==> src/rtl/fx_issue_scheduler.sv <==
// fx_issue_scheduler: two-lane round-robin dispatch into an in-order issue
// queue, with a GPR scoreboard that holds instructions until their sources and
// destination are free. Issues at most one instruction per cycle to the FX unit.
module fx_issue_scheduler #(
  parameter int PAYLOAD_W = 64,
  parameter int DEPTH     = 4,
  parameter int regWidth  = 5
) (
  input  logic                          clock_i,
  input  logic                          reset_i,
  input  logic                          flush_i,
  input  logic                          req0Valid_i,
  output logic                          req0Ready_o,
  input  logic [PAYLOAD_W-1:0]          req0Payload_i,
  input  logic [regWidth-1:0]           req0Dest_i,
  input  logic                          req0DestEn_i,
  input  logic [regWidth-1:0]           req0Src1_i,
  input  logic [regWidth-1:0]           req0Src2_i,
  input  logic [1:0]                    req0SrcEn_i,
  input  logic                          req1Valid_i,
  output logic                          req1Ready_o,
  input  logic [PAYLOAD_W-1:0]          req1Payload_i,
  input  logic [regWidth-1:0]           req1Dest_i,
  input  logic                          req1DestEn_i,
  input  logic [regWidth-1:0]           req1Src1_i,
  input  logic [regWidth-1:0]           req1Src2_i,
  input  logic [1:0]                    req1SrcEn_i,
  input  logic                          stall_i,
  input  logic                          wbValid_i,
  input  logic [regWidth-1:0]           wbAddr_i,
  output logic                          issueValid_o,
  output logic [PAYLOAD_W-1:0]          issuePayload_o,
  output logic [regWidth-1:0]           issueDest_o,
  output logic                          issueDestEn_o,
  output logic [$clog2(DEPTH):0]        count_o,
  output logic [(2**regWidth)-1:0]      busy_o
);

  localparam int PTR_W = $clog2(DEPTH);
  localparam int CNT_W = PTR_W + 1;
  localparam int NREG  = 2**regWidth;

  // Which lane wins when both are valid.
  typedef enum logic {
    PRI_LANE0 = 1'b0,
    PRI_LANE1 = 1'b1
  } pri_e;

  pri_e pri_q, pri_d;

  // Queue storage (data only; validity is tracked by count/pointers).
  logic [PAYLOAD_W-1:0] q_payload [DEPTH];
  logic [regWidth-1:0]  q_dest    [DEPTH];
  logic                 q_dest_en [DEPTH];
  logic [regWidth-1:0]  q_src1    [DEPTH];
  logic [regWidth-1:0]  q_src2    [DEPTH];
  logic [1:0]           q_src_en  [DEPTH];

  logic [PTR_W-1:0] wr_ptr_q, rd_ptr_q;
  logic [CNT_W-1:0] count_q;
  logic [NREG-1:0]  busy_q;

  logic                 can_enq, enq0, enq1, enq;
  logic [PAYLOAD_W-1:0] enq_payload;
  logic [regWidth-1:0]  enq_dest, enq_src1, enq_src2;
  logic                 enq_dest_en;
  logic [1:0]           enq_src_en;

  logic [NREG-1:0]      wb_clr, busy_eff, busy_set;
  logic                 src1_ok, src2_ok, dest_ok, do_issue;

  // Round-robin arbiter: one enqueue per cycle, no pass-through when full.
  always_comb begin
    can_enq     = !flush_i && (count_q != CNT_W'(DEPTH));
    req0Ready_o = can_enq && req0Valid_i && (!req1Valid_i || pri_q == PRI_LANE0);
    req1Ready_o = can_enq && req1Valid_i && (!req0Valid_i || pri_q == PRI_LANE1);
    enq0        = req0Valid_i && req0Ready_o;
    enq1        = req1Valid_i && req1Ready_o;
    enq         = enq0 || enq1;
    pri_d       = pri_q;
    if (enq0)      pri_d = PRI_LANE1;
    else if (enq1) pri_d = PRI_LANE0;
    enq_payload = enq1 ? req1Payload_i : req0Payload_i;
    enq_dest    = enq1 ? req1Dest_i    : req0Dest_i;
    enq_dest_en = enq1 ? req1DestEn_i  : req0DestEn_i;
    enq_src1    = enq1 ? req1Src1_i    : req0Src1_i;
    enq_src2    = enq1 ? req1Src2_i    : req0Src2_i;
    enq_src_en  = enq1 ? req1SrcEn_i   : req0SrcEn_i;
  end

  // Head-of-queue hazard check; a same-cycle writeback counts as free.
  always_comb begin
    wb_clr   = wbValid_i ? (NREG'(1) << wbAddr_i) : '0;
    busy_eff = busy_q & ~wb_clr;
    src1_ok  = !q_src_en[rd_ptr_q][0] || !busy_eff[q_src1[rd_ptr_q]];
    src2_ok  = !q_src_en[rd_ptr_q][1] || !busy_eff[q_src2[rd_ptr_q]];
    dest_ok  = !q_dest_en[rd_ptr_q]   || !busy_eff[q_dest[rd_ptr_q]];
    do_issue = (count_q != '0) && !stall_i && !flush_i && src1_ok && src2_ok && dest_ok;
    busy_set = (do_issue && q_dest_en[rd_ptr_q]) ? (NREG'(1) << q_dest[rd_ptr_q]) : '0;
  end

  // Arbitration priority register.
  always_ff @(posedge clock_i) begin
    if (!reset_i) pri_q <= PRI_LANE0;
    else          pri_q <= pri_d;
  end

  // Queue entry write; contents need no reset since count gates visibility.
  always_ff @(posedge clock_i) begin
    if (enq) begin
      q_payload[wr_ptr_q] <= enq_payload;
      q_dest[wr_ptr_q]    <= enq_dest;
      q_dest_en[wr_ptr_q] <= enq_dest_en;
      q_src1[wr_ptr_q]    <= enq_src1;
      q_src2[wr_ptr_q]    <= enq_src2;
      q_src_en[wr_ptr_q]  <= enq_src_en;
    end
  end

  // Queue pointers and occupancy; flush empties the queue.
  always_ff @(posedge clock_i) begin
    if (!reset_i || flush_i) begin
      wr_ptr_q <= '0;
      rd_ptr_q <= '0;
      count_q  <= '0;
    end else begin
      if (enq)      wr_ptr_q <= wr_ptr_q + 1'b1;
      if (do_issue) rd_ptr_q <= rd_ptr_q + 1'b1;
      case ({enq, do_issue})
        2'b10:   count_q <= count_q + 1'b1;
        2'b01:   count_q <= count_q - 1'b1;
        default: count_q <= count_q;
      endcase
    end
  end

  // Scoreboard: issue sets after writeback clears, so set wins on a collision.
  always_ff @(posedge clock_i) begin
    if (!reset_i) busy_q <= '0;
    else          busy_q <= (busy_q & ~wb_clr) | busy_set;
  end

  // Registered issue port; data holds when nothing issues.
  always_ff @(posedge clock_i) begin
    if (!reset_i) begin
      issueValid_o   <= 1'b0;
      issuePayload_o <= '0;
      issueDest_o    <= '0;
      issueDestEn_o  <= 1'b0;
    end else if (do_issue) begin
      issueValid_o   <= 1'b1;
      issuePayload_o <= q_payload[rd_ptr_q];
      issueDest_o    <= q_dest[rd_ptr_q];
      issueDestEn_o  <= q_dest_en[rd_ptr_q];
    end else begin
      issueValid_o   <= 1'b0;
    end
  end

  assign count_o = count_q;
  assign busy_o  = busy_q;

endmodule

==> config.mk <==
export PLATFORM = sky130hd
export DESIGN_NAME = fx_issue_scheduler
export DESIGN_NICKNAME = d
export VERILOG_FILES = /design/src/rtl/fx_issue_scheduler.sv
export SDC_FILE = /design/constraint.sdc
export NUM_CORES = 1
export LEC_CHECK = 0
export ABC_AREA = 1
export ABC_CLOCK_PERIOD_IN_PS = 11200
export CAP_MARGIN = 10
export CORE_MARGIN = 2
export CORE_UTILIZATION = 59
export CTS_CLUSTER_DIAMETER = 80
export DETAILED_ROUTE_END_ITERATION = 8
export GPL_ROUTABILITY_DRIVEN = 0
export HOLD_SLACK_MARGIN = 0.03
export PLACE_DENSITY_LB_ADDON = 0.1
export SLEW_MARGIN = 25
export SYNTH_ARGS = -nofsm -noshare
export SYNTH_HDL_FRONTEND = slang
export SYNTH_SLANG_ARGS = --single-unit
==> constraint.sdc <==
create_clock -name clock_i -period 11.2 [get_ports clock_i]
set_clock_uncertainty 0.1 [all_clocks]
set_input_delay 1.68 -clock clock_i [delete_from_list [all_inputs] [get_ports clock_i]]
set_output_delay 1.68 -clock clock_i [all_outputs]
set_load 0.005 [all_outputs]
Word-level counts from Yosys, hierarchy flattened
Memories as Yosys holds them, arrays and structs flattened. A register that Yosys moved wholly into a read port is not among the register bits.
Cells that the tools add are included.
- flip-flop bits (word level): 47
- memory bits (writable): 328
- word-level logic and storage cells: 95
- memories: 6
- add/sub/neg operators: 4
- $lt $le $gt $ge: 3
- equality and inequality tests: 3
- shifts and indexed selects: 2
- mux-type cells: 30
- bitwise gates (word level): 4
- reductions and logical operators: 35
- memory list (name ; depth ; bits a word ; rd ports ; clocked after memory_dff ; wr ports ; line ; RTL):
    q_payload ; 4 ; 64 ; 1 ; 1 ; 1 ; 52 ; logic [PAYLOAD_W-1:0] q_payload [DEPTH];
    q_dest ; 4 ; 5 ; 1 ; 1 ; 1 ; 53 ; logic [regWidth-1:0] q_dest [DEPTH];
    q_src1 ; 4 ; 5 ; 1 ; 1 ; 1 ; 55 ; logic [regWidth-1:0] q_src1 [DEPTH];
    q_src2 ; 4 ; 5 ; 1 ; 1 ; 1 ; 56 ; logic [regWidth-1:0] q_src2 [DEPTH];
    q_src_en ; 4 ; 2 ; 1 ; 1 ; 1 ; 57 ; logic [1:0] q_src_en [DEPTH];
    q_dest_en ; 4 ; 1 ; 1 ; 1 ; 1 ; 54 ; logic q_dest_en [DEPTH];
- operators with widths (kind ; count):
    32-bit 2-to-1 mux ; 2
    64-bit 2-to-1 mux ; 1
    1-bit by 5-bit << shifter with 32-bit output, first input constant ; 2
    32-bit AND ; 1
    32-bit NOT ; 1
    32-bit OR ; 1
    2-bit 2-to-1 mux ; 11
    5-bit by 6-bit < comparator with 1-bit output, second input constant ; 3
    1-bit binary-select mux with 5-bit select ; 3
    5-bit 2-to-1 mux ; 3
    1-bit logical AND ; 13
    1-bit zero test ; 12
    1-bit 2-to-1 mux ; 9
    1-bit logical OR ; 7
    3-bit case mux with 2 select lines ; 1
    2-bit by 1-bit adder with 2-bit output, second input constant ; 2
    2-bit nonzero test ; 2
    3-bit by 1-bit adder with 3-bit output, second input constant ; 1
    3-bit inequality test, second input constant ; 1
    3-bit nonzero test ; 1
    3-bit by 1-bit subtractor with 3-bit output, second input constant ; 1
    2-bit by 1-bit == test with 1-bit output, second input constant ; 1
    2-bit == test, second input constant ; 1
    1-bit NOT ; 1

Logic depth before layout (Yosys ltp)
Gate-level depths: netlist of run 1.
- depth after elaboration: 14
- gate-level depth with buffers: 26
- mapped depth without buffers: 24

Worst setup path after synthesis of run 1
OpenSTA, ideal clock, no wires.
- path type: input-to-reg
- from: in flush_i
- to: mem q_dest[0][0] (enable)
- data arrival time: 5.757 ns
- data required time: 10.577 ns
- setup slack: 4.820 ns
- cell stages on the path: 4
- buffers on the path: 0
- cell sequence: or2_2 > nor2_1 > nor2_1 > nor2_1
- cells in the longest elaborated chain, start to end: 8
- elaborated cells between the ends (all ways): 11
- RTL lines (what ; line ; RTL):
    start: declaration ; 11 ; input logic flush_i,
    1-bit zero test ; 74 ; can_enq = !flush_i && (count_q != CNT_W'(DEPTH));
    1-bit logical AND ; 74 ;
    1-bit logical AND (2 in series) ; 75 ; req0Ready_o = can_enq && req0Valid_i && (!req1Valid_i || pri_q == PRI_LANE0);
    net req0Ready_o ; 13 ; output logic req0Ready_o,
    1-bit logical AND ; 77 ; enq0 = req0Valid_i && req0Ready_o;
    1-bit logical OR ; 79 ; enq = enq0 || enq1;
    1-bit 2-to-1 mux ; 110 ; if (enq) begin
    1-bit 2-to-1 mux (not written as such) ; 112 ; q_dest[wr_ptr_q] <= enq_dest;
    end: declaration ; 53 ;
The timed path passes the listed nets, and every way through them passes these cells.

Worst setup path in the final report of run 1
- from: in wbAddr_i[3]
- to: reg count_q[1] (netlist: count_o[1])
- cells in the longest elaborated chain, start to end: 13
- elaborated cells between the ends (all ways): 23
- RTL lines (what ; line ; RTL):
    start: declaration ; 30 ; input logic [regWidth-1:0] wbAddr_i,
    1-bit by 5-bit << shifter with 32-bit output * ; 93 ; wb_clr = wbValid_i ? (NREG'(1) << wbAddr_i) : '0;
    32-bit 2-to-1 mux * ; 93 ;
    32-bit NOT * ; 94 ; busy_eff = busy_q & ~wb_clr;
    32-bit AND * ; 94 ;
    1-bit binary-select mux with 5-bit select ; 95 ; src1_ok = !q_src_en[rd_ptr_q][0] || !busy_eff[q_src1[rd_ptr_q]];
    1-bit 2-to-1 mux (not written as such) ; 95 ;
    1-bit zero test ; 95 ;
    1-bit logical OR ; 95 ;
    1-bit logical AND (2 in series) ; 98 ; do_issue = (count_q != '0) && !stall_i && !flush_i && src1_ok && src2_ok && dest_ok;
    1-bit logical AND * ; 98 ;
    net do_issue ; 70 ; logic src1_ok, src2_ok, dest_ok, do_issue;
    2-bit by 1-bit == test with 1-bit output or 2-bit == test (tied branches) ; 129 ; case ({enq, do_issue})
    3-bit case mux with 2 select lines or 2-bit nonzero test (tied branches) ; - ;
    end signal: assignment ; 130 ; 2'b10: count_q <= count_q + 1'b1;
    end signal: assignment ; 131 ; 2'b01: count_q <= count_q - 1'b1;
    end signal: assignment ; 132 ; default: count_q <= count_q;
    end: declaration ; 60 ; logic [CNT_W-1:0] count_q;
The timed path passes the listed nets; every way through them passes the cells marked *. The select of a mux whose other input is x is not followed.
A chain may end at the register's enable or synchronous reset.

==> results of run 1 <==
registers in the layout (all words and copies together), names as in the netlist, 2 cells and up, named ones only:
| register | count |
|---|---|
| q_src2 | 20 |
| q_dest_en | 4 |
| issuePayload_o | 64 |
| busy_o | 32 |
| q_payload | 256 |
| wr_ptr_q | 2 |
| q_dest | 20 |
| rd_ptr_q | 2 |
| count_o | 3 |
| q_src1 | 20 |
| issueDest_o | 5 |
| q_src_en | 8 |
cells in the mapped netlist (5+ instances only):
cell,number,area [µm²]
dfxtp_1,113,2260
nor2_2,6,37.5
edfxtp_1,328,9850
nand2_1,540,2030
a21boi_0,5,37.5
ha_1,5,62.6
nand2_2,8,50.1
a21oi_1,53,265
inv_1,60,225
nor2_1,211,792
buf_1,7,26.3
o21ai_1,5,25.0
nand3_1,181,906
o22ai_1,68,425
buf_2,29,145
buf_6,7,78.8
clkbuf_1,64,240
inv_2,13,48.8
o21ai_0,143,716
buf_4,6,45.0
nand4_1,41,257
worst max-delay path, cell delays in order:
cell and delay, ns:
clkdlybuf4s50_1 0.57, inv_2 0.26, nor2_1 0.10, a21boi_0 0.31
inv_1 0.11, a22oi_1 0.24, nand3_1 0.10, nand3_1 0.08
nand2_1 0.08, nand2_1 0.07, nand3_2 0.52, nand2_8 0.72
inv_1 0.15, ha_1 0.22, inv_1 0.11, fa_1 0.43
nor2_1 0.10, a21oi_1 0.05, nor2_1 0.07
stage by stage:
| step | total power [mW] | cell area, µm² | std cells |
|---|---|---|---|
| 2_1_floorplan | 1.99 | 18900 | 1933 |
| 3_3_place_gp | 2.10 | 21800 | 2520 |
| 3_5_place_dp | 2.11 | 21800 | 2520 |
| 4_1_cts | 3.60 | 23400 | 2602 |
| 5_1_grt | 3.70 | 23400 | 2603 |
| 6_report | 3.59 | 23400 | 2603 |
where the power goes:
group          switching (mW)  leakage (nW)  internal (mW)  total (mW)
clock                   0.606         0.753          0.908        1.51
combinational           0.160          4.10          0.103       0.263
sequential             0.0102          3.90           1.81        1.82
routing by layer:
metal  GRT usage, %  vias to the layer above  part of all wire [%]
li1               -                     7117                     -
met1           36.5                     7092                    39
met2           48.5                      876                    48
met3           5.06                      136                   9.5
met4           12.5                        0                   3.6
met5              0                        -                     0
final timing paths:
check                                 start                              to  slack (ns)  cells after the start
min reg2reg  issuePayload_o[5]$_SDFFE_PN0N_  issuePayload_o[5]$_SDFFE_PN0N_        0.37                      2
max reg2reg                        register         count_o[2]$_SDFFE_PP0P_        6.16                     21
min          issuePayload_o[5]$_SDFFE_PN0N_  issuePayload_o[5]$_SDFFE_PN0N_        0.37                      2
max                             wbAddr_i[3]         count_o[1]$_SDFFE_PP0P_        5.60                     19
logic make-up (layout without fill, tap and decap cells):
kind of cell	Yosys count	count (layout)	share of synthesized area (%)
XOR/XNOR	1	1	0.0464
flip-flops	441	441	64.2
adder cells (fa/ha/maj)	6	6	0.438
buffers and inverters	187	455	4.31
AND/OR/NAND/NOR	1005	1005	22.4
AO/OA/AOI/OAI	293	293	8.64
cell type report:
type / count / area (µm²)
sequential: 441 / 12100
fill: 2166 / 8150
multi-input combinational: 1305 / 5990
timing repair buffer: 299 / 2970
clock buffer: 67 / 1350
tap: 402 / 503
inverter: 74 / 280
clock inverter: 15 / 194
==> impl_results.html, run 1 <==
<table>
<tr><th>Metric</th><th>Value</th></tr>
<tr><th colspan="2">Run status</th></tr>
<tr><td>Result of the run</td><td>completed</td></tr>
<tr><th colspan="2">Global routing</th></tr>
<tr><td>Global-route wire length before repair</td><td>between 70,000 and 80,000 µm</td></tr>
<tr><td>Total routing resource utilization after global routing</td><td>between 20% and 30%</td></tr>
<tr><td>Initial antenna violation count</td><td>0</td></tr>
<tr><td>Vias in the first global route</td><td>14,398</td></tr>
<tr><td>Pin count of the biggest net entering global routing</td><td>84</td></tr>
<tr><td>Global-route congestion overflow total</td><td>0</td></tr>
<tr><th colspan="2">Final layout</th></tr>
<tr><td>Area growth syn-to-layout</td><td>24.1%</td></tr>
<tr><td>Antenna diode count</td><td>0</td></tr>
<tr><td>Most common cell after layout, fill and taps aside</td><td>nand2_1</td></tr>
<tr><td>Proportion of layout cells with a drive suffix above 1</td><td>under 10%</td></tr>
<tr><td>Commonest cells after routing, fill and taps aside</td><td>540 x nand2_1, 328 x edfxtp_1, 282 x clkdlybuf4s50_1</td></tr>
<tr><td>Total number of nets in the final design</td><td>about 2,300</td></tr>
<tr><td>Fin util</td><td>between 70% and 80%</td></tr>
<tr><th colspan="2">Setup path</th></tr>
<tr><td>Required arrival time at the worst endpoint</td><td>roughly 12 ns</td></tr>
<tr><td>Path type of the worst setup path</td><td>in -&gt; reg</td></tr>
<tr><td>Kind of start point of the critical path</td><td>input pin</td></tr>
<tr><td>Worst endpoint data arrival time</td><td>about 6 ns</td></tr>
<tr><td>Crit-path max FO</td><td>80</td></tr>
<tr><td>Crit end category</td><td>register</td></tr>
<tr><th colspan="2">Placement</th></tr>
<tr><td>IO buf count</td><td>283</td></tr>
<tr><td>Worst-case setup slack after placement</td><td>approximately 4.9 ns</td></tr>
<tr><td>Estimated wirelength of the detail-placed design</td><td>a little under 30,000 µm</td></tr>
<tr><th colspan="2">Synth</th></tr>
<tr><td>Mean cell area of the mapped netlist</td><td>about 9.8 µm²</td></tr>
<tr><td>Yosys warning total</td><td>0</td></tr>
<tr><td>Distinct cell type count of the synthesized netlist</td><td>42</td></tr>
<tr><td>Share of synthesized area occupied by flip-flops and latches</td><td>~64%</td></tr>
<tr><td>Proportion of synthesized flip-flops having asynchronous set or reset</td><td>0%</td></tr>
<tr><td>Number of cells produced by synthesis</td><td>around 1,900</td></tr>
<tr><td>Total of flip-flops plus latches after synthesis</td><td>about 440</td></tr>
<tr><td>Number of enable-type register cells in the synthesized netlist</td><td>about 330</td></tr>
<tr><td>Top_reg_cell synth</td><td>edfxtp_1</td></tr>
<tr><td>Total standard cell area after synthesis</td><td>around 19,000 µm²</td></tr>
<tr><td>Syn_nets</td><td>around 2,100</td></tr>
<tr><th colspan="2">Timing</th></tr>
<tr><td>Unrepaired setup endpoints after global routing</td><td>no</td></tr>
<tr><td>Setup TNS</td><td>0 ns</td></tr>
<tr><td>Maximum clock frequency</td><td>between 0.15 and 0.2 GHz</td></tr>
<tr><td>Worst hold margin</td><td>~0.37 ns</td></tr>
<tr><td>Worst-Margin Slew</td><td>1.03 ns</td></tr>
<tr><td>Period Utilization, post-route</td><td>50.0%</td></tr>
<tr><td>Final worst-path setup slack</td><td>approximately 5.6 ns</td></tr>
<tr><td>Max-slew violations</td><td>0</td></tr>
<tr><td>Normalized max-slew margin</td><td>a little under a third</td></tr>
<tr><td>Minimum period implied by the final worst setup slack</td><td>about 5.6 ns</td></tr>
<tr><td>Count of endpoints failing setup in the final report</td><td>0</td></tr>
<tr><td>Final Hold Fails</td><td>0</td></tr>
<tr><th colspan="2">Routing</th></tr>
<tr><td>Remaining DRCs</td><td>0</td></tr>
<tr><td>Via total after detailed routing</td><td>roughly 15,000</td></tr>
<tr><td>Mean routed wirelength per cell</td><td>approximately 19 µm</td></tr>
<tr><td>Via density</td><td>between 5 and 6</td></tr>
<tr><td>Final WL</td><td>49,000 µm</td></tr>
<tr><td>Detailed-router iteration count before antenna repair</td><td>9</td></tr>
<tr><td>Number of DRC markers in iteration 0</td><td>~1,600</td></tr>
<tr><td>Post-route ant nets</td><td>0</td></tr>
<tr><th colspan="2">Clock network</th></tr>
<tr><td>CTS Hold Buffers Added</td><td>0</td></tr>
<tr><td>Clock transition at the register clock pins on the worst setup and hold paths after CTS</td><td>~0.060 ns</td></tr>
<tr><td>Number of post-CTS setup repair buffers</td><td>0</td></tr>
<tr><td>Number of buffers added by the clock tree synthesis step</td><td>44</td></tr>
<tr><td>CTS Buffer Depth</td><td>3</td></tr>
<tr><td>CTS tree</td><td>done</td></tr>
<tr><td>H-tree levels</td><td>2</td></tr>
<tr><td>Insertion delay of the later-clocked pin in the worst-skew pair</td><td>0.55 ns</td></tr>
<tr><td>Count of instances resized after the clock tree is built</td><td>0</td></tr>
<tr><td>Clock tree root driver cell</td><td>clkbuf_16</td></tr>
<tr><td>Clock sink count</td><td>around 440</td></tr>
<tr><th colspan="2">Worst hold path</th></tr>
<tr><td>Class of the most critical hold timing path</td><td>reg -&gt; reg</td></tr>
<tr><th colspan="2">Die</th></tr>
<tr><td>Num rows</td><td>between 60 and 70</td></tr>
<tr><td>Die X-Extent</td><td>183 µm</td></tr>
<tr><td>Initial standard-cell utilization of the core</td><td>roughly 60%</td></tr>
<tr><td>Overall die area</td><td>approximately 33,000 µm²</td></tr>
<tr><td>Top-level port count</td><td>284</td></tr>
<tr><td>Placeable core region</td><td>31,600 µm²</td></tr>
<tr><td>Die height</td><td>approximately 180 µm</td></tr>
<tr><th colspan="2">Pwr</th></tr>
<tr><td>Power density over the cells</td><td>approximately 150 nW/µm²</td></tr>
<tr><td>IR drop worst, VDD</td><td>between 0.1 and 0.15 mV</td></tr>
<tr><td>Pleak</td><td>between 8 and 9 nW</td></tr>
<tr><th colspan="2">Job</th></tr>
<tr><td>Number of maximum-capacitance violations</td><td>0</td></tr>
</table>
Note: power is estimated with default switching activity, not from simulation.
==> run 2: changes to the inputs <==
- ABC_CLOCK_PERIOD_IN_PS: 11200 -> 4800
- CORE_UTILIZATION: 59 -> 49
- clock period: 11.2 -> 4.8 ns (I/O delays scaled with it)
==> run 2 against run 1 <==
The run now ends with design-rule violations left. Combinational power is 140% higher. Design area is 0.88% higher. Sequential power is 130% higher. First-iteration DRC count is 5.5% lower. Critical path depth is 14 lower. Die area is 20% higher. Critical path type is now in -> out. Highest routed layer unchanged.
==> impl_results.html, run 2 (same netlist as run 1, synthesis figures left out) <==
<table>
<tr><th>Metric</th><th>Value</th></tr>
<tr><th colspan="2">Worst hold path</th></tr>
<tr><td>Startpoint of the worst hold path</td><td>issuePayload_o[6]$_SDFFE_PN0N_</td></tr>
<tr><td>Number of stages on the worst hold path</td><td>2</td></tr>
<tr><td>Class of the most critical hold timing path</td><td>reg -&gt; reg</td></tr>
<tr><td>Hold path endpoint</td><td>issuePayload_o[6]$_SDFFE_PN0N_</td></tr>
<tr><th colspan="2">Pwr</th></tr>
<tr><td>Clock power frac</td><td>between 40 and 50%</td></tr>
<tr><td>Internal Power</td><td>about 6.5 mW</td></tr>
<tr><td>Flop pwr share</td><td>between 50% and 60%</td></tr>
<tr><td>Net switching share of the total power</td><td>about 22%</td></tr>
<tr><td>Pleak</td><td>8.80 nW</td></tr>
<tr><td>Gate power share</td><td>7.6%</td></tr>
<tr><td>Switching component of the power</td><td>about 1.8 mW</td></tr>
<tr><td>IR drop worst, VDD</td><td>~0.23 mV</td></tr>
<tr><td>Overall power consumption</td><td>~8.3 mW</td></tr>
<tr><td>Power density over the cells</td><td>350 nW/µm²</td></tr>
<tr><th colspan="2">Die</th></tr>
<tr><td>Die height</td><td>200 µm</td></tr>
<tr><td>Top-level port count</td><td>around 280</td></tr>
<tr><td>Num rows</td><td>71</td></tr>
<tr><td>Overall die area</td><td>40,100 µm²</td></tr>
<tr><td>Die X-Extent</td><td>around 200 µm</td></tr>
<tr><td>Placeable core region</td><td>between 30,000 and 40,000 µm²</td></tr>
<tr><td>Initial standard-cell utilization of the core</td><td>about half</td></tr>
<tr><th colspan="2">Setup path</th></tr>
<tr><td>Stage delay of the slowest cell on the critical path</td><td>around 0.66 ns</td></tr>
<tr><td>Path type of the worst setup path</td><td>in -&gt; out</td></tr>
<tr><td>Critical path's most frequent cell</td><td>clkdlybuf4s50_1</td></tr>
<tr><td>Slack of the worst reg-to-reg path</td><td>~1.1 ns</td></tr>
<tr><td>Required arrival time at the worst endpoint</td><td>between 3 and 4 ns</td></tr>
<tr><td>Depth of the worst register-to-register path</td><td>23</td></tr>
<tr><td>Cell chain of the critical path</td><td>clkdlybuf4s50_1 -&gt; or2_2 -&gt; nor2_4 -&gt; buf_4 -&gt; clkdlybuf4s50_1</td></tr>
<tr><td>Crit-path max FO</td><td>between 80 and 90</td></tr>
<tr><td>Crit path max-delay cell type</td><td>clkdlybuf4s50_1</td></tr>
<tr><td>Worst endpoint data arrival time</td><td>a little under 3 ns</td></tr>
<tr><td>Critical R2R Capture</td><td>count_o[2]$_SDFFE_PP0P_</td></tr>
<tr><td>Kind of start point of the critical path</td><td>input pin</td></tr>
<tr><td>Crit end category</td><td>output pin</td></tr>
<tr><th colspan="2">Clock network</th></tr>
<tr><td>Number of buffers added by the clock tree synthesis step</td><td>44</td></tr>
<tr><td>CTS tree</td><td>done</td></tr>
<tr><td>Number of post-CTS setup repair buffers</td><td>0</td></tr>
<tr><td>CTS Buffer Depth</td><td>3</td></tr>
<tr><td>CTS Hold Buffers Added</td><td>0</td></tr>
<tr><td>Clock transition at the register clock pins on the worst setup and hold paths after CTS</td><td>roughly 0.060 ns</td></tr>
<tr><td>Clock tree root driver cell</td><td>clkbuf_16</td></tr>
<tr><td>Insertion delay of the later-clocked pin in the worst-skew pair</td><td>around 0.55 ns</td></tr>
<tr><td>H-tree levels</td><td>2</td></tr>
<tr><td>Count of instances resized after the clock tree is built</td><td>0</td></tr>
<tr><td>Clock sink count</td><td>about 440</td></tr>
<tr><th colspan="2">Routing</th></tr>
<tr><td>Post-route ant nets</td><td>0</td></tr>
<tr><td>Remaining DRCs</td><td>1</td></tr>
<tr><td>Via total after detailed routing</td><td>14,921</td></tr>
<tr><td>Detailed-router iteration count before antenna repair</td><td>8</td></tr>
<tr><td>Mean routed wirelength per cell</td><td>18.6 µm</td></tr>
<tr><td>Met3 WL post-DR</td><td>just under 4000 µm</td></tr>
<tr><td>Detailed route wirelength on metal2</td><td>24,700 µm</td></tr>
<tr><td>Final WL</td><td>between 50,000 and 60,000 µm</td></tr>
<tr><td>Routed metal-1 wire length</td><td>20,600 µm</td></tr>
<tr><td>Highest Signal Layer</td><td>met4</td></tr>
<tr><td>Number of DRC markers in iteration 0</td><td>1,552</td></tr>
<tr><td>Via density</td><td>about 5.5</td></tr>
<tr><th colspan="2">Final layout</th></tr>
<tr><td>Most common cell after layout, fill and taps aside</td><td>nand2_1</td></tr>
<tr><td>Number of filler cells placed in the layout</td><td>approximately 3,100</td></tr>
<tr><td>Layout Cells excl Fill</td><td>between 2,000 and 3,000</td></tr>
<tr><td>Max reg flops</td><td>roughly 260</td></tr>
<tr><td>Register with the highest flop count</td><td>q_payload</td></tr>
<tr><td>Proportion of layout cells with a drive suffix above 1</td><td>6.68%</td></tr>
<tr><td>Antenna diode count</td><td>0</td></tr>
<tr><td>Combined area of the multi-input logic cells</td><td>about 6000 µm²</td></tr>
<tr><td>Area growth syn-to-layout</td><td>25.2%</td></tr>
<tr><td>Total number of nets in the final design</td><td>between 2,000 and 2,500</td></tr>
<tr><td>Combined flip-flop and latch cell area</td><td>12,100 µm²</td></tr>
<tr><td>Commonest cells after routing, fill and taps aside</td><td>540 x nand2_1, 328 x edfxtp_1, 282 x clkdlybuf4s50_1</td></tr>
<tr><th colspan="2">Global routing</th></tr>
<tr><td>Vias in the first global route</td><td>14,077</td></tr>
<tr><td>Global-route wire length before repair</td><td>78,800 µm</td></tr>
<tr><td>Global-route congestion overflow total</td><td>0</td></tr>
<tr><td>Initial antenna violation count</td><td>0</td></tr>
<tr><td>Total routing resource utilization after global routing</td><td>24.8%</td></tr>
<tr><td>Pin count of the biggest net entering global routing</td><td>slightly above 100</td></tr>
<tr><th colspan="2">Timing</th></tr>
<tr><td>Minimum period implied by the final worst setup slack</td><td>3.78 ns</td></tr>
<tr><td>Count of endpoints failing setup in the final report</td><td>0</td></tr>
<tr><td>Unrepaired setup endpoints after global routing</td><td>no</td></tr>
<tr><td>Final worst-path setup slack</td><td>just over 1 ns</td></tr>
<tr><td>Normalized max-slew margin</td><td>approximately a third</td></tr>
<tr><td>Final Hold Fails</td><td>0</td></tr>
<tr><td>Max-slew violations</td><td>0</td></tr>
<tr><td>Worst-Margin Slew</td><td>approximately 1.0 ns</td></tr>
<tr><td>Maximum clock frequency</td><td>roughly 0.26 GHz</td></tr>
<tr><td>Period Utilization, post-route</td><td>about four fifths</td></tr>
<tr><th colspan="2">Placement</th></tr>
<tr><td>Number of placed instances, taps included</td><td>around 2,600</td></tr>
<tr><td>Estimated wirelength of the detail-placed design</td><td>around 32,000 µm</td></tr>
<tr><td>IO buf count</td><td>283</td></tr>
<tr><td>Worst-case setup slack after placement</td><td>slightly below 0.5 ns</td></tr>
<tr><th colspan="2">Run status</th></tr>
<tr><td>Result of the run</td><td>complete, but fails checks</td></tr>
<tr><td>Violations in the final reports</td><td>design-rule violations</td></tr>
<tr><th colspan="2">Job</th></tr>
<tr><td>Number of maximum-capacitance violations</td><td>0</td></tr>
</table>
==> run 2: how the worst max path moves through the flow <==
stage	startpoint	to	slack, ns	cells after the start
finish	flush_i	req1Ready_o	1.02	5
global route	register	count_o[2]$_SDFFE_PP0P_	0.68	23
CTS	flush_i	req1Ready_o	0.92	5
detailed placement	flush_i	q_payload[3][63]$_DFFE_PP_	0.49	8
global placement	wbAddr_i[2]	issuePayload_o[54]$_SDFFE_PN0N_	0.47	18
floorplan	flush_i	q_dest[0][0]$_DFFE_PP_	-0.62	4
==> run 2: area by class of cell <==
cell class	count	share of cell area, %
clock buffers	64	5.28
clock inverters	17	0.848
inverters	74	1.19
multi-input cells	1305	25.3
flip-flops and latches	441	51.3
well taps	511	2.71
repair buffers	315	13.3
==> run 2: per-layer routing <==
metal / vias up / track usage, %
li1: 7163 / -
met1: 7048 / 32.5
met2: 612 / 42.2
met3: 98 / 4.05
met4: 0 / 8.24
met5: - / 0
==> run 2: power groups by stage <==
stage	Clock, mW	Sequential [mW]	Combinational (mW)
after CTS	3.47	4.24	0.627
after floorplan	0	4.32	0.321
after global routing	3.63	4.24	0.686
final	3.41	4.24	0.626
after detailed placement	0	4.32	0.625
after global placement	0	4.32	0.615
==> run 2: worst max-delay path, delay by kind of cell <==
| family | cells | cell delay (ns) |
|---|---|---|
| simple gates | 2 | 0.48 |
| buf+inv | 3 | 1.73 |
==> run 2: through the flow <==
step	hold WS, ns	TNS, ns	utilization [%]	instance area (µm²)
final	0.368	0	62.5	23600
after global routing	0.389	0	62.5	23600
after CTS	0.371	0	62.5	23600
after detailed placement	0.360	0	58.7	22200
after global placement	0.359	0	58.6	22100
after floorplan	0.355	-203.32	-	18900
==> run 3: changes to the inputs <==
- ABC_CLOCK_PERIOD_IN_PS: 4800 -> 3200
- clock period: 4.8 -> 3.2 ns (I/O delays scaled with it)
==> run 3 against run 2 <==
Sequential share of layout area shrank 2.6 points. Design area grew 5.4%. Non-clock buffer count increased by 91. Worst setup slack got worse by 0.98 ns. Global-route usage is 0.58 points higher. Routed wire length grew 3.1%. Combinational power is 66% higher. Sequential power increased by 50%. The flow now finishes without violations. Core utilization rose by 3.4 points. Largest power group unchanged. Die area is the same.
==> impl_results.html, run 3 (same netlist as run 1, synthesis figures left out) <==
<table>
<tr><th>Metric</th><th>Value</th></tr>
<tr><th colspan="2">Placement</th></tr>
<tr><td>Placed cell areas</td><td>around 23,000 µm²</td></tr>
<tr><td>Number of placed instances, taps included</td><td>about 2,700</td></tr>
<tr><td>Worst-case setup slack after placement</td><td>-0.558 ns</td></tr>
<tr><td>IO buf count</td><td>about 280</td></tr>
<tr><td>Estimated wirelength of the detail-placed design</td><td>approximately 33,000 µm</td></tr>
<tr><th colspan="2">Final layout</th></tr>
<tr><td>Combined area of the multi-input logic cells</td><td>6210 µm²</td></tr>
<tr><td>Total number of nets in the final design</td><td>2,458</td></tr>
<tr><td>Antenna diode count</td><td>0</td></tr>
<tr><td>Post-layout instance area</td><td>approximately 25,000 µm²</td></tr>
<tr><td>Register with the highest flop count</td><td>q_payload</td></tr>
<tr><td>Commonest cells after routing, fill and taps aside</td><td>531 x nand2_1, 328 x edfxtp_1, 279 x clkdlybuf4s50_1</td></tr>
<tr><td>Fin util</td><td>approximately 66%</td></tr>
<tr><td>Max reg flops</td><td>~260</td></tr>
<tr><td>Proportion of layout cells with a drive suffix above 1</td><td>around 12%</td></tr>
<tr><td>Layout Cells excl Fill</td><td>around 2,800</td></tr>
<tr><td>Combined flip-flop and latch cell area</td><td>about 12,000 µm²</td></tr>
<tr><td>Most common cell after layout, fill and taps aside</td><td>nand2_1</td></tr>
<tr><td>Area growth syn-to-layout</td><td>32.0%</td></tr>
<tr><td>Number of filler cells placed in the layout</td><td>between 3,000 and 4,000</td></tr>
<tr><th colspan="2">Timing</th></tr>
<tr><td>Worst hold margin</td><td>0.369 ns</td></tr>
<tr><td>Normalized max-slew margin</td><td>34.0%</td></tr>
<tr><td>Max-slew violations</td><td>0</td></tr>
<tr><td>Worst-Margin Slew</td><td>roughly 0.99 ns</td></tr>
<tr><td>Period Utilization, post-route</td><td>just under 100%</td></tr>
<tr><td>Maximum clock frequency</td><td>about 0.32 GHz</td></tr>
<tr><td>Unrepaired setup endpoints after global routing</td><td>yes</td></tr>
<tr><td>Setup TNS</td><td>0 ns</td></tr>
<tr><td>Minimum period implied by the final worst setup slack</td><td>3.16 ns</td></tr>
<tr><td>Final Hold Fails</td><td>0</td></tr>
<tr><td>Count of endpoints failing setup in the final report</td><td>0</td></tr>
<tr><td>Final worst-path setup slack</td><td>~0.038 ns</td></tr>
<tr><th colspan="2">Routing</th></tr>
<tr><td>Via density</td><td>approximately 5.5</td></tr>
<tr><td>Via total after detailed routing</td><td>15,396</td></tr>
<tr><td>Final WL</td><td>~52,000 µm</td></tr>
<tr><td>Remaining DRCs</td><td>0</td></tr>
<tr><td>Post-route ant nets</td><td>0</td></tr>
<tr><td>Detailed-router iteration count before antenna repair</td><td>5</td></tr>
<tr><td>Number of DRC markers in iteration 0</td><td>approximately 1,300</td></tr>
<tr><td>Mean routed wirelength per cell</td><td>18.5 µm</td></tr>
<tr><th colspan="2">Setup path</th></tr>
<tr><td>Path type of the worst setup path</td><td>reg -&gt; reg</td></tr>
<tr><td>Depth of the worst register-to-register path</td><td>23</td></tr>
<tr><td>Logic depth of the worst path, buffers included</td><td>23</td></tr>
<tr><td>Worst endpoint data arrival time</td><td>3.49 ns</td></tr>
<tr><td>Critical path buffers and inverters</td><td>5</td></tr>
<tr><td>Crit-path max FO</td><td>5</td></tr>
<tr><td>Slack of the worst reg-to-reg path</td><td>between 0.03 and 0.04 ns</td></tr>
<tr><td>Crit end category</td><td>register</td></tr>
<tr><td>Termination of the worst setup path</td><td>count_o[2]$_SDFFE_PP0P_</td></tr>
<tr><td>Family of cells with the greatest summed delay on the critical path</td><td>simple AND/OR/NAND/NOR gates</td></tr>
<tr><td>Crit path max-delay cell type</td><td>dfxtp_4</td></tr>
<tr><td>Required arrival time at the worst endpoint</td><td>roughly 3.5 ns</td></tr>
<tr><td>Kind of start point of the critical path</td><td>register</td></tr>
<tr><td>Cell chain of the critical path</td><td>inv_8 -&gt; clkbuf_16 -&gt; buf_6 -&gt; o21ai_4 -&gt; nand2_4 -&gt; nand3_2 -&gt; nand3_2 -&gt; nand3_1 -&gt; nand3_1 -&gt; nand2_1 -&gt; nand2_1 -&gt; nand2_2 -&gt; nor2_4 -&gt; nor2_8 -&gt; nand2_4 -&gt; inv_4 -&gt; ha_4 -&gt; inv_4 -&gt; fa_2 -&gt; a21oi_2 -&gt; o21ai_1 -&gt; o21ai_1 -&gt; a21oi_1</td></tr>
<tr><td>Stage delay of the slowest cell on the critical path</td><td>0.40 ns</td></tr>
<tr><td>Critical R2R Capture</td><td>count_o[2]$_SDFFE_PP0P_</td></tr>
<tr><th colspan="2">Die</th></tr>
<tr><td>Overall die area</td><td>about 40,000 µm²</td></tr>
<tr><td>Die X-Extent</td><td>about 200 µm</td></tr>
<tr><td>Num rows</td><td>a little over 70</td></tr>
<tr><td>Placeable core region</td><td>roughly 38,000 µm²</td></tr>
<tr><td>Top-level port count</td><td>roughly 280</td></tr>
<tr><td>Initial standard-cell utilization of the core</td><td>50.0%</td></tr>
<tr><td>Die height</td><td>between 200 and 250 µm</td></tr>
<tr><th colspan="2">Global routing</th></tr>
<tr><td>Pin count of the biggest net entering global routing</td><td>just over 70</td></tr>
<tr><td>Vias in the first global route</td><td>~15,000</td></tr>
<tr><td>Global-route wire length before repair</td><td>roughly 81,000 µm</td></tr>
<tr><td>Global-route congestion overflow total</td><td>0</td></tr>
<tr><td>Total routing resource utilization after global routing</td><td>~25%</td></tr>
<tr><td>Initial antenna violation count</td><td>0</td></tr>
<tr><th colspan="2">Pwr</th></tr>
<tr><td>Overall power consumption</td><td>12.9 mW</td></tr>
<tr><td>Pleak</td><td>~9.4 nW</td></tr>
<tr><td>Power density over the cells</td><td>519 nW/µm²</td></tr>
<tr><td>IR drop worst, VDD</td><td>between 0.3 and 0.4 mV</td></tr>
<tr><th colspan="2">Clock network</th></tr>
<tr><td>Clock sink count</td><td>between 400 and 500</td></tr>
<tr><td>CTS Buffer Depth</td><td>3</td></tr>
<tr><td>CTS tree</td><td>done</td></tr>
<tr><td>Insertion delay of the later-clocked pin in the worst-skew pair</td><td>about 0.55 ns</td></tr>
<tr><td>Number of buffers added by the clock tree synthesis step</td><td>between 40 and 50</td></tr>
<tr><td>Clock tree root driver cell</td><td>clkbuf_16</td></tr>
<tr><td>CTS Hold Buffers Added</td><td>0</td></tr>
<tr><td>Clock transition at the register clock pins on the worst setup and hold paths after CTS</td><td>approximately 0.060 ns</td></tr>
<tr><td>H-tree levels</td><td>2</td></tr>
<tr><th colspan="2">Run status</th></tr>
<tr><td>Result of the run</td><td>completed</td></tr>
<tr><th colspan="2">Worst hold path</th></tr>
<tr><td>Class of the most critical hold timing path</td><td>reg -&gt; reg</td></tr>
<tr><th colspan="2">Job</th></tr>
<tr><td>Number of maximum-capacitance violations</td><td>0</td></tr>
</table>
run 3: changes by cell type in the layout (fill, tap and decap cells not counted), moves of 4 or more:
cell,change
nand2_4,+6
buf_4,+68
inv_4,+5
buf_12,+17
clkbuf_8,-4
nand3_1,-15
bufinv_16,+5
nand2_2,+6
nor2_1,-4
nand2_1,-9
nand3_2,+14
run 3: how the worst min path moves through the flow:
stage                                     from  slack (ns)                         endpoint  cells past startpoint
6_report       issuePayload_o[50]$_SDFFE_PN0N_        0.37  issuePayload_o[50]$_SDFFE_PN0N_                      2
2_1_floorplan               pri_q$_SDFFE_PN0P_        0.36               pri_q$_SDFFE_PN0P_                      2
5_1_grt        issuePayload_o[52]$_SDFFE_PN0N_        0.39  issuePayload_o[52]$_SDFFE_PN0N_                      2
3_3_place_gp   issuePayload_o[30]$_SDFFE_PN0N_        0.36  issuePayload_o[30]$_SDFFE_PN0N_                      2
3_5_place_dp   issuePayload_o[41]$_SDFFE_PN0N_        0.36  issuePayload_o[41]$_SDFFE_PN0N_                      2
4_1_cts        issuePayload_o[41]$_SDFFE_PN0N_        0.37  issuePayload_o[41]$_SDFFE_PN0N_                      2
run 3: final cells by class:
type                    instances  share of cell area, %
flip-flops and latches        441                   48.7
multi-input cells            1308                   24.9
repair buffers                406                   16.3
clock buffers                  58                   4.84
well taps                     511                   2.57
clock inverters                25                   1.43
inverters                      74                   1.21
run 3: tightest hold or removal path: cells and delay by family, from the launching register on:
kind             cells  cell delay, ns
DFF                  1            0.30
and+or+nand+nor      2            0.12
run 3: timing repair:
action                                  CTS  global route
cloned                                    0             4
pin swaps                                 1            29
gates resized for setup                   6            63
setup buffers                             1             4
endpoints found under the setup margin    2            30
hold endpoints to repair                  0             0
run 3: routing by layer:
metal  vias to the layer above  track usage, %  part of all wire (%)  wire length [µm]
li1                       7359               -                     -                 -
met1                      7253            32.7                    41             21200
met2                       651            43.3                    48             25300
met3                       133            4.51                   7.4              3880
met4                         0            8.93                   3.4              1790
met5                         -               0                     0                 0
run 3: report_power, final:
part	internal, mW	leakage [nW]	switching, mW	total [mW]
Combinational	0.435	4.77	0.607	1.04
Sequential	6.32	3.90	0.0337	6.35
Clock	3.39	0.770	2.14	5.53
